[config.mk]
export PLATFORM = sky130hd
export DESIGN_NAME = column_drop_unit_flat
export DESIGN_NICKNAME = d
export VERILOG_FILES = /design/src/rtl/column_drop_if.sv /design/src/rtl/column_drop_unit.sv /design/src/flat_wrapper.sv
export SDC_FILE = /design/constraint.sdc
export NUM_CORES = 1
export LEC_CHECK = 0
export ABC_AREA = 1
export BUFFER_PORTS_ARGS = -buffer_cell sky130_fd_sc_hd__buf_2
export CORE_ASPECT_RATIO = 1.2
export CORE_MARGIN = 1
export CORE_UTILIZATION = 30
export CTS_CLUSTER_SIZE = 30
export DETAILED_ROUTE_END_ITERATION = 12
export GPL_ROUTABILITY_DRIVEN = 0
export PLACE_DENSITY_LB_ADDON = 0.2
export SYNTH_ARGS = -nofsm -noshare
export SYNTH_HDL_FRONTEND = slang
export SYNTH_SLANG_ARGS = --single-unit
[constraint.sdc]
create_clock -name clock -period 2.1 [get_ports clock]
set_input_delay 0.21 -clock clock [delete_from_list [all_inputs] [get_ports clock]]
set_output_delay 0.21 -clock clock [all_outputs]
set_load 0.01 [all_outputs]
[src/rtl/column_drop_if.sv]
`timescale 1ns/1ps
`default_nettype none
// ============================================================================
// Module   : column_drop_if
// Brief    : Drop request / column result bundle for column_drop_unit.
//            master = requester (drives drop/clear), slave = the unit.
// Revision : 1.0 - initial release
// ============================================================================
interface column_drop_if #(
    parameter int ROWS = 6
) ();
    logic            drop_req;
    logic [2:0]      drop_col;
    logic            player;
    logic            clear;
    logic            drop_ready;
    logic            check_valid;
    logic [ROWS-1:0] sel_player_register;
    logic [ROWS-1:0] sel_onoff_register;
    logic            sel_player;
    logic [2:0]      placed_row;
    logic            rejected;
    logic            board_full;

    modport master (
        output drop_req, drop_col, player, clear,
        input  drop_ready, check_valid, sel_player_register, sel_onoff_register,
               sel_player, placed_row, rejected, board_full
    );

    modport slave (
        input  drop_req, drop_col, player, clear,
        output drop_ready, check_valid, sel_player_register, sel_onoff_register,
               sel_player, placed_row, rejected, board_full
    );
endinterface
`default_nettype wire

[src/rtl/column_drop_unit.sv]
`timescale 1ns/1ps
`default_nettype none
// ============================================================================
// Module   : column_drop_unit
// Brief    : Gravity drop engine for a COLS x ROWS board. Scans the target
//            column bottom-up one row per cycle, places the piece in the
//            lowest free cell and pulses check_valid, or pulses rejected for
//            a full or out-of-range column.
// Revision : 1.0 - initial release
// ============================================================================
module column_drop_unit #(
    parameter int ROWS = 6,
    parameter int COLS = 7
) (
    input  wire logic         clock,
    input  wire logic         resetn,
    column_drop_if.slave      bus
);
    localparam logic [2:0] c_IDLE   = 3'd0;
    localparam logic [2:0] c_SCAN   = 3'd1;
    localparam logic [2:0] c_PLACE  = 3'd2;
    localparam logic [2:0] c_CHECK  = 3'd3;
    localparam logic [2:0] c_REJECT = 3'd4;

    localparam logic [5:0] c_CELLS   = 6'(COLS * ROWS);
    localparam logic [2:0] c_TOP_ROW = 3'(ROWS - 1);

    logic [2:0]      r_state;
    logic [2:0]      r_col_q;
    logic [2:0]      r_scan_row;
    logic            r_sel_player;
    logic [2:0]      r_placed_row;
    logic [5:0]      r_count;
    logic [ROWS-1:0] r_onoff [COLS];
    logic [ROWS-1:0] r_owner [COLS];

    logic            w_col_ok;
    logic            w_req_col_ok;
    logic [ROWS-1:0] w_sel_onoff;
    logic [ROWS-1:0] w_sel_owner;
    logic            w_cell_busy;

    // An out-of-range latched column has no storage behind it; it reads as empty.
    assign w_col_ok     = int'(r_col_q) < COLS;
    assign w_req_col_ok = int'(bus.drop_col) < COLS;

    // Present the selected column straight from storage so CHECK sees the new piece.
    always_comb begin
        w_sel_onoff = '0;
        w_sel_owner = '0;
        if (w_col_ok) begin
            w_sel_onoff = r_onoff[r_col_q];
            w_sel_owner = r_owner[r_col_q];
        end
    end

    assign w_cell_busy = w_sel_onoff[r_scan_row];

    // Control FSM, drop bookkeeping and piece counter; clear overrides everything.
    always_ff @(posedge clock or negedge resetn) begin
        if (!resetn) begin
            r_state      <= c_IDLE;
            r_col_q      <= '0;
            r_scan_row   <= '0;
            r_sel_player <= 1'b0;
            r_placed_row <= '0;
            r_count      <= '0;
        end else if (bus.clear) begin
            r_state      <= c_IDLE;
            r_scan_row   <= '0;
            r_placed_row <= '0;
            r_count      <= '0;
        end else begin
            case (r_state)
                c_IDLE: begin
                    if (bus.drop_req) begin
                        r_col_q      <= bus.drop_col;
                        r_sel_player <= bus.player;
                        r_scan_row   <= '0;
                        r_state      <= w_req_col_ok ? c_SCAN : c_REJECT;
                    end
                end
                c_SCAN: begin
                    if (!w_cell_busy) begin
                        r_state <= c_PLACE;
                    end else if (r_scan_row == c_TOP_ROW) begin
                        r_state <= c_REJECT;
                    end else begin
                        r_scan_row <= r_scan_row + 3'd1;
                    end
                end
                c_PLACE: begin
                    r_placed_row <= r_scan_row;
                    if (r_count != c_CELLS) begin
                        r_count <= r_count + 6'd1;
                    end
                    r_state <= c_CHECK;
                end
                c_CHECK:  r_state <= c_IDLE;
                c_REJECT: r_state <= c_IDLE;
                default:  r_state <= c_IDLE;
            endcase
        end
    end

    // Board storage: one occupancy and one owner bit per cell, written only in PLACE.
    always_ff @(posedge clock or negedge resetn) begin
        if (!resetn) begin
            for (int c = 0; c < COLS; c++) begin
                r_onoff[c] <= '0;
                r_owner[c] <= '0;
            end
        end else if (bus.clear) begin
            for (int c = 0; c < COLS; c++) begin
                r_onoff[c] <= '0;
                r_owner[c] <= '0;
            end
        end else if (r_state == c_PLACE && w_col_ok) begin
            r_onoff[r_col_q][r_scan_row] <= 1'b1;
            r_owner[r_col_q][r_scan_row] <= r_sel_player;
        end
    end

    assign bus.drop_ready          = (r_state == c_IDLE);
    assign bus.check_valid         = (r_state == c_CHECK);
    assign bus.rejected            = (r_state == c_REJECT);
    assign bus.sel_onoff_register  = w_sel_onoff;
    assign bus.sel_player_register = w_sel_owner;
    assign bus.sel_player          = r_sel_player;
    assign bus.placed_row          = r_placed_row;
    assign bus.board_full          = (r_count == c_CELLS);
endmodule
`default_nettype wire

[src/flat_wrapper.sv]
// flat-port wrapper written by rule: the top's interface ports become plain ports
module column_drop_unit_flat 
#(
    parameter int ROWS = 6,
    parameter int COLS = 7
)
  (clock, resetn, bus_drop_req, bus_drop_col, bus_player, bus_clear, bus_drop_ready, bus_check_valid, bus_sel_player_register, bus_sel_onoff_register, bus_sel_player, bus_placed_row, bus_rejected, bus_board_full);
  column_drop_if #(.ROWS(ROWS)) bus_i ();
  input  wire logic clock;
  input  wire logic resetn;
  input wire logic [$bits(bus_i.drop_req)-1:0] bus_drop_req;
  input wire logic [$bits(bus_i.drop_col)-1:0] bus_drop_col;
  input wire logic [$bits(bus_i.player)-1:0] bus_player;
  input wire logic [$bits(bus_i.clear)-1:0] bus_clear;
  output wire logic [$bits(bus_i.drop_ready)-1:0] bus_drop_ready;
  output wire logic [$bits(bus_i.check_valid)-1:0] bus_check_valid;
  output wire logic [$bits(bus_i.sel_player_register)-1:0] bus_sel_player_register;
  output wire logic [$bits(bus_i.sel_onoff_register)-1:0] bus_sel_onoff_register;
  output wire logic [$bits(bus_i.sel_player)-1:0] bus_sel_player;
  output wire logic [$bits(bus_i.placed_row)-1:0] bus_placed_row;
  output wire logic [$bits(bus_i.rejected)-1:0] bus_rejected;
  output wire logic [$bits(bus_i.board_full)-1:0] bus_board_full;
  assign bus_i.drop_req = bus_drop_req;
  assign bus_i.drop_col = bus_drop_col;
  assign bus_i.player = bus_player;
  assign bus_i.clear = bus_clear;
  assign bus_drop_ready = bus_i.drop_ready;
  assign bus_check_valid = bus_i.check_valid;
  assign bus_sel_player_register = bus_i.sel_player_register;
  assign bus_sel_onoff_register = bus_i.sel_onoff_register;
  assign bus_sel_player = bus_i.sel_player;
  assign bus_placed_row = bus_i.placed_row;
  assign bus_rejected = bus_i.rejected;
  assign bus_board_full = bus_i.board_full;
  column_drop_unit #(.ROWS(ROWS), .COLS(COLS)) u_core (.clock(clock), .resetn(resetn), .bus(bus_i));
endmodule
==> impl_metrics.csv <==
group,metric,value,unit
min_path,min_from,"bus_player",
drt,routed_wl,16.4,mm
flow_run,cap_violations,0,
setup_path,cpMostUsedCell,"nor2_4",
drt,drc,0,
global_routing,antenna_found_initial,0,
logic_synthesis,syn-cell-area,5170,um^2
sta,finalMaxSlewViolations,0,
setup_path,critical-path-top-delay-family,"buffers and inverters",
global_routing,grt_max_degree,47,
global_routing,grt_pass1_vias,4794,
clock_network,cts-buffers-inserted,9,
setup_path,crit_chain,"inv_2 > nor2_4 > inv_4 > nor2_4 > buf_4 > a221oi_2 > o211ai_1 > buf_2",
logic_synthesis,avgSynthCellArea,7.71,um^2
layout,multi_input_area,2210,um^2
sta,rsz0062_at_grt,"true",
drt,antenna_left,0,
pwr,leakagePower,3.08,nW
sta,max_freq,476,MHz
setup_path,startpoint,"u_core.r_col_q[1]",
pwr,ir_worst_vdd,0.448,mV
layout,final_common_cell,"nand2_1",
setup_path,cp.arrival,1.89,ns
setup_path,crit_path_top_delay_cell,"dfrtp_2",
clock_network,cts_htree_levels,3,
layout,area_growth,22.8,%
floorplanning,start_util,30.7,%
drt,vias_per_cell,4.99,
floorplanning,core-area,16900,um^2
layout,final_cell_mix,"nand2_1 (141), dfrtp_1 (100), nor2_1 (98)",
floorplanning,fp.dieH,146,um
placed_design,port-buffer-count,27,
layout,n_fill_cell,1768,
clock_network,cts_sinks,103,
clock_network,cts_tree,"built",
clock_network,clockRootBuffer,"clkbuf_16",
drt,drt_first_pass_iters,5,
global_routing,grt_use_total,19.5,%
logic_synthesis,ys_warn_count,0,
sta,slew_headroom,52.6,%
setup_path,crit_type,"reg -> out",
layout,drive_gt1_share,18.5,%
setup_path,cp-start-kind,"flop",
floorplanning,die_area,17800,um^2
sta,worst_pin_slew,0.706,ns
setup_path,r2r_cells,8,
placed_design,place_ws,0.134,ns
floorplanning,die_w,122,um
setup_path,reg2reg_slack,0.18,ns
drt,drtIter0Drc,329,
sta,clock_skew,0.00739,ns
layout,final_cell_area,6340,um^2
sta,setup_viol,0,
sta,hold_viol_final,0,
floorplanning,io_pins,28,
logic_synthesis,synth-seq-area-share,49.9,%
logic_synthesis,syn_nets,682,
setup_path,worst_ep_required_time,1.89,ns
global_routing,overflow,0,
min_path,hp-class,"in -> reg",
global_routing,grt_pass1_wl,26.3,mm
placed_design,hpwl,11.9,mm
setup_path,critPathCaptureType,"primary output",
floorplanning,rows,52,
pwr,cellPowerDensity,1020,nW/um^2
setup_path,max_stage_delay,0.46,ns
drt,vias,4776,
clock_network,insertion_delay,0.36,ns
logic_synthesis,synth_cell_types,34,
logic_synthesis,syn_inst,670,
min_path,hold_path_end,"u_core.bus.sel_player",
sta,finalCritPeriodShare,100,%
sta,whs,0.110,ns
clock_network,cts.clk_slew.worst_paths,0.07,ns
setup_path,worstReg2RegStart,"u_core.r_state[0]",
placed_design,postPlaceCellArea,5810,um^2
drt,post_drt_wl_per_cell,17.1,um
layout,final_nets,749,
logic_synthesis,ys_ff_latch,103,
min_path,hold_depth,3,
setup_path,r2r-end,"u_core.r_owner[2]",
setup_path,cp.buffers_inverters,4,
setup_path,crit_path_max_fanout,5,
run_status,run_status,"completed",
layout,regArea,2580,um^2
clock_network,cts_buffer_depth,2,
layout,insertedDiodeCount,0,
sta,layout_setup_ws,0.000509,ns
sta,min_period,2.10,ns
[routing by layer]
layer	vias up	global-route usage, %	share of wire (%)
met5	-	0	0
li1	2297	-	-
met1	2342	24.6	42
met3	28	3.06	4.2
met4	0	7.78	2.5
met2	109	33.0	51
[power breakdown]
part / switching (mW) / total (mW) / internal [mW]
logic: 1.62 / 2.51 / 0.889
registers: 0.134 / 2.23 / 2.09
clock network: 0.780 / 1.74 / 0.963
total: 2.54 / 6.48 / 3.94
[cell type report]
cell class,instances,share of cell area [%]
Clock buffer,10,3.77
Clock inverter,6,1.07
Inverter,86,5.29
Multi-Input combinational cell,454,34.9
Sequential cell,103,40.7
Tap cell,216,4.26
Timing Repair Buffer,83,10.0
[how the worst max path moves through the flow]
stage / end / cells after the start
after floorplan: bus_sel_player_register[2] / 8
after global placement: bus_sel_player_register[5] / 9
after detailed placement: bus_sel_player_register[5] / 9
after CTS: bus_sel_player_register[5] / 7
after global routing: bus_sel_player_register[4] / 8
final: bus_sel_player_register[5] / 8
[registers in the layout, summed over array words and instances (netlist names)]
name	flops
u_core.r_col_q	3
u_core.r_count	6
u_core.bus.placed_row	3
u_core.r_owner	42
u_core.r_scan_row	3
u_core.r_onoff	42
u_core.bus.sel_player	1
u_core.r_state	3
[synth_stat cells (all sizes together)]
library cell	instances	area share (%)
clkbuf	16	1.2
a22oi	6	0.87
a211oi	2	0.29
inv	85	6.2
o211ai	1	0.15
a21oi	59	5.7
a221oi	4	0.68
nor3	10	1.2
ha	4	0.97
nor4	2	0.53
a22o	2	0.34
nand2	144	11
nand3	37	3.6
buf	11	1.1
clkinv	1	0.073
o21ai	51	4.9
dfrtp	103	50
o31ai	1	0.15
nor3b	1	0.15
nand4	3	0.36
nor2	113	9.4
o32ai	1	0.17
a31oi	13	1.6
[per-stage QoR]
| stage | util [%] | total power [mW] | instances | setup TNS (ns) |
|---|---|---|---|---|
| after floorplan | - | 3.46 | 670 | 0 |
| after global placement | 34.5 | 4.42 | 927 | 0 |
| after detailed placement | 34.5 | 4.42 | 927 | 0 |
| after CTS | 36.7 | 6.26 | 947 | -0.0176 |
| after global routing | 37.6 | 6.85 | 958 | -0.176 |
| final | 37.6 | 6.48 | 958 | 0 |
[what timing repair did]
item | in CTS | in global routing
endpoints found under the setup margin | 6 | 11
pin swaps | 3 | 7
hold endpoints to repair | 43 | 0
hold buffers | 1 | 0
resized for setup | 15 | 14
setup buffers | 3 | 10
gates cloned | 0 | 1
[worst register-to-register path: stages (launching register included)]
cell and delay, ns:
dfrtp_1 0.41, nor2_1 0.14, nand2_1 0.25, inv_1 0.22, o21ai_0 0.24, nand2_1 0.18
buf_12 0.17, a31oi_1 0.09, nor3_1 0.14
[kinds of logic (layout without fill, tap and decap cells)]
| logic type | after synthesis | in the layout | synth area share, % |
|---|---|---|---|
| buffers and inverters | 113 | 185 | 8.52 |
| AO/OA/AOI/OAI | 140 | 140 | 14.9 |
| AND/OR/NAND/NOR | 310 | 310 | 25.7 |
| adder cells (fa/ha/maj) | 4 | 4 | 0.969 |
| flip-flops | 103 | 103 | 49.9 |
Note: power is estimated with default switching activity, not from simulation.
